**src/rtl/gsau_wb_buffer.sv**
```systemverilog
// GSAU writeback buffer: in-order FIFO from GSAU psums to the veggie write port.
// Optional same-cycle empty bypass enabled by WB_BUFFER_BYPASS_EN.
module gsau_wb_buffer #(
    parameter int DEPTH  = 4,
    parameter int DATA_W = 512,
    parameter int DST_W  = 8
) (
    input  logic                     CLK,
    input  logic                     nRST,
    input  logic [DATA_W-1:0]        wb_psum,
    input  logic [DST_W-1:0]         wb_wbdst,
    input  logic                     wb_valid,
    output logic                     wb_output_ready,
    output logic                     rf_wen,
    output logic [DST_W-1:0]         rf_wdst,
    output logic [DATA_W-1:0]        rf_wdata,
    input  logic                     rf_ready,
    output logic                     sb_clr_valid,
    output logic [DST_W-1:0]         sb_clr_vdst,
    output logic [$clog2(DEPTH):0]   occupancy
);

    localparam int PW = $clog2(DEPTH);
    localparam int CW = PW + 1;
    localparam int EW = DST_W + DATA_W;
    localparam logic [CW-1:0] FULL = CW'(DEPTH);

    logic [EW-1:0]    r_mem [DEPTH];
    logic [PW-1:0]    r_head;
    logic [PW-1:0]    r_tail;
    logic [CW-1:0]    r_count;
    logic             r_sb_valid;
    logic [DST_W-1:0] r_sb_vdst;

    logic             w_full;
    logic             w_empty;
    logic [EW-1:0]    w_head_ent;
    logic             w_wen;
    logic [DST_W-1:0] w_wdst;
    logic [DATA_W-1:0] w_wdata;
    logic             w_bypass;
    logic             w_fire;
    logic             w_pop;
    logic             w_push;

    assign w_full     = (r_count == FULL);
    assign w_empty    = (r_count == '0);
    assign w_head_ent = r_mem[r_head];

    // Ready comes from registered count only, so full blocks push even on a pop.
    assign wb_output_ready = !w_full;

    always_comb begin
        w_wen    = !w_empty;
        w_wdst   = w_empty ? '0 : w_head_ent[EW-1:DATA_W];
        w_wdata  = w_empty ? '0 : w_head_ent[DATA_W-1:0];
        w_bypass = 1'b0;
`ifdef WB_BUFFER_BYPASS_EN
        if (w_empty) begin
            w_wen    = wb_valid;
            w_wdst   = wb_valid ? wb_wbdst : '0;
            w_wdata  = wb_valid ? wb_psum  : '0;
            w_bypass = wb_valid && rf_ready;
        end
`endif
    end

    assign w_fire = w_wen && rf_ready;
    assign w_pop  = w_fire && !w_empty;
    assign w_push = wb_valid && !w_full && !w_bypass;

    assign rf_wen       = w_wen;
    assign rf_wdst      = w_wdst;
    assign rf_wdata     = w_wdata;
    assign sb_clr_valid = r_sb_valid;
    assign sb_clr_vdst  = r_sb_vdst;
    assign occupancy    = r_count;

    always_ff @(posedge CLK) begin
        if (!nRST) begin
            r_head     <= '0;
            r_tail     <= '0;
            r_count    <= '0;
            r_sb_valid <= 1'b0;
            r_sb_vdst  <= '0;
        end else begin
            if (w_push)
                r_tail <= r_tail + PW'(1);
            if (w_pop)
                r_head <= r_head + PW'(1);
            unique case ({w_push, w_pop})
                2'b10:   r_count <= r_count + CW'(1);
                2'b01:   r_count <= r_count - CW'(1);
                default: r_count <= r_count;
            endcase
            r_sb_valid <= w_fire;
            if (w_fire)
                r_sb_vdst <= w_wdst;
        end
    end

    // Storage is not reset; entries are only visible through count.
    always_ff @(posedge CLK) begin
        if (nRST && w_push)
            r_mem[r_tail] <= {wb_wbdst, wb_psum};
    end

endmodule

```
**config.mk**
```make
export PLATFORM = sky130hd
export DESIGN_NAME = gsau_wb_buffer
export DESIGN_NICKNAME = d
export VERILOG_FILES = /design/src/rtl/gsau_wb_buffer.sv
export SDC_FILE = /design/constraint.sdc
export NUM_CORES = 2
export LEC_CHECK = 0
export CELL_PAD_IN_SITES_DETAIL_PLACEMENT = 0
export CELL_PAD_IN_SITES_GLOBAL_PLACEMENT = 2
export CORE_ASPECT_RATIO = 0.5
export CORE_MARGIN = 5
export CORE_UTILIZATION = 28
export CTS_BUF_LIST = sky130_fd_sc_hd__clkbuf_4 sky130_fd_sc_hd__clkbuf_8
export DETAILED_ROUTE_END_ITERATION = 8
export PLACE_DENSITY_LB_ADDON = 0.1
export SYNTH_ARGS = -nofsm -noshare
export SYNTH_HDL_FRONTEND = slang
export SYNTH_SLANG_ARGS = --single-unit
```
**constraint.sdc**
```tcl
create_clock -name CLK -period 27.4 [get_ports CLK]
set_input_delay 5.48 -clock CLK [delete_from_list [all_inputs] [get_ports CLK]]
set_output_delay 5.48 -clock CLK [all_outputs]
set_load 0.05 [all_outputs]
```
==> summary.txt <==
Synth Instances: 3375
Synth Area in Compound Gates: 0.1599%
RSZ-0062 raised after global routing: no
Syn Nets: 3905
First-pass GRT wire length: 331000 µm
Post-Route WL: 240200 µm
Clk sinks: 2098
Vias in the first global route: 42305
Ranking of synthesized cells by area: edfxtp_1, mux4_2, and2_1
Fillers: 26426
Yosys reg bits: 2098
Power Density: 108.3 nW/µm²
Dpl hpwl: 149000 µm
Largest area contributor in the netlist: edfxtp_1
Post-Synth Adder-Cell Area: 0.1035%
Post-Place Cells: 8087
Syn avg cell area: 23.65 µm²
Final ANT Viol Nets: 0
Setup tns final: 0 ps
Inserted Clock Buffers: 334
Combinational family with the most area after synthesis: multiplexers
CP Class: flip-flop to output port
Initial DRC Count: 1861
Sequential fraction of the synthesis area: 78.70%
Die width: 765.1 µm
Fin crit share: 45.93%
Storage element area: 62830 µm²
Final count of hold timing violations: 0
F_max: 0.07947 GHz
Drt wl/cell: 27.58 µm
PostCTS Resize Cnt: 0
Post-Syn Area: 79820 µm²
Crit path DAT: 7100 ps
IO Pins: 1058
1st-pass router iterations: 7
CTS tree: built
Drt drc: 0
Reg clk slew, reported paths: 70 ps
Overflow after GRT: 0
GP Congestion: 0.7228
Post-DR vias/cell: 4.431
Crit-path max FO: 98
Worst rel slew slack: 21.54%
CP Data Required Time: 21920 ps
Area grow syn2layout: 25.68%
Peak VDD IR: 0.08505 mV
Post-synthesis xor/xnor area fraction: 0.04389%
CP Launch Type: flip-flop
# nets final: 5173
Area of the multi-input gates: 15360 µm²
Tot Pwr: 10.86 mW
Crit end category: output port
Clk_skew: 50.56 ps
Port bufs: 1057
Most frequent cells in the layout: edfxtp_1, clkdlybuf4s50_1, and2_1, mux4_2, clkbuf_8
Die ar.: 296500 µm²
Outcome: finished clean
Mux contribution to synthesized area: 14.67%
MaxCap Viol Count: 0
Initial antenna violation count: 132
Yosys cell types: 26
YS warnings: 0
Non-Filler Instances: 8710
Post-CTS Setup Inserts: 0
Most common cell after layout, fill and taps aside: edfxtp_1
Final core utilization: 35.41%
Vias post-DR: 38591
Final min period: 12580 ps
Setup violators final: 0
Synth top area share: 78.25%
Max-slew violation count: 0
Largest net degree at the start of global routing: 142
Clock latency on the worst-skew pair: 950 ps
H-tree depth: 5
Cts hold-fix bufs: 0
Cell Rows: 138
Die height: 387.5 µm
Clk root buf: clkbuf_8
Pleak: 30.85 nW
Starting Density: 28.17%
Total GRT Usage: 15.80%
Max Buffers Root-to-Sink: 4
Synth Area in Simple Gates: 4.228%
Core ar.: 283300 µm²
Layout cell share with drive strength beyond 1: 21.94%
Worst-margin pin slew: 1177 ps
Hold Crit Class: flip-flop to flip-flop
==> kinds of logic (layout without fill, tap and decap cells) <==
family                     count (synthesis)  after routing
and+or+nand+nor                          545            545
buffers and inverters                    185           1701
other                                      0             39
AOI/OAI and AO/OA                         17             17
DFF                                     2098           2098
xor gates and xnor gates                   4              4
muxes                                    520            520
adders and majority gates                  6              6
==> state kept, by name, summed over array words and instances (netlist names), named ones only <==
signal        cells
occupancy         3
r_head            2
r_mem          2080
r_tail            2
sb_clr_valid      1
sb_clr_vdst       8
==> worst paths after layout <==
path | from | to | slack [ps] | depth (start not counted)
setup / recovery | flip-flop | rf_wdata[189] | 14820 | 7
hold / removal | sb_clr_vdst[7] | sb_clr_vdst[7] | 470 | 2
setup reg to reg | occupancy[0] | r_mem[3][157] | 23300 | 5
hold reg to reg | sb_clr_vdst[7] | sb_clr_vdst[7] | 470 | 2
==> layer usage <==
layer | up-vias | global-route usage [%] | routed length (µm)
li1 | 16556 | - | -
met1 | 20540 | 15.86 | 81440
met2 | 904 | 30.83 | 138200
met3 | 585 | 3.156 | 9300
met4 | 6 | 7.541 | 11240
met5 | - | 0 | 38
==> worst max-delay path, cell delays in order, from the launching register on <==
cell,delay [ps]
dfxtp_4,960
buf_4,910
buf_12,670
buf_4,830
buf_4,860
mux4_2,610
and2_1,180
clkdlybuf4s50_1,740
==> metrics by stage <==
step                hold WS, ps  cell area [µm²]  worst slack (ps)
global placement          455.7            94040             15310
finish                    468.1           100300             14820
floorplan                 484.7            79820              8885
global route              484.3           100300             13880
detailed placement        458.5            94040             15320
CTS                       466.9           100200             14200
==> power breakdown <==
group          switching (mW)  total, mW  internal [mW]
clock                    1.28       2.59           1.32
combinational            2.98       4.52           1.54
sequential             0.0545       3.75           3.69
==> final cells by class <==
| class | instances | share of cell area, % |
|---|---|---|
| Sequential cell | 2098 | 62.63 |
| Clock buffer | 436 | 5.402 |
| Clock inverter | 148 | 0.7595 |
| Antenna cell | 39 | 0.09728 |
| Timing Repair Buffer | 1110 | 11.07 |
| Inverter | 7 | 0.02619 |
| Multi-Input combinational cell | 1092 | 15.31 |
| Tap cell | 3780 | 4.714 |
==> cell usage after synthesis, drive strengths merged <==
master	n
nand2	8
ha	5
or3	2
clkbuf	67
o31a	1
o21ai	1
mux4	520
buf	111
dfxtp	18
and3	4
nand3	2
xor2	3
fa	1
inv	7
a21o	2
xnor2	1
o311ai	1
a21oi	4
and2	522
nor2	6
edfxtp	2080
or3b	1
o2bb2ai	8
Power figures use the tool's default switching activity.
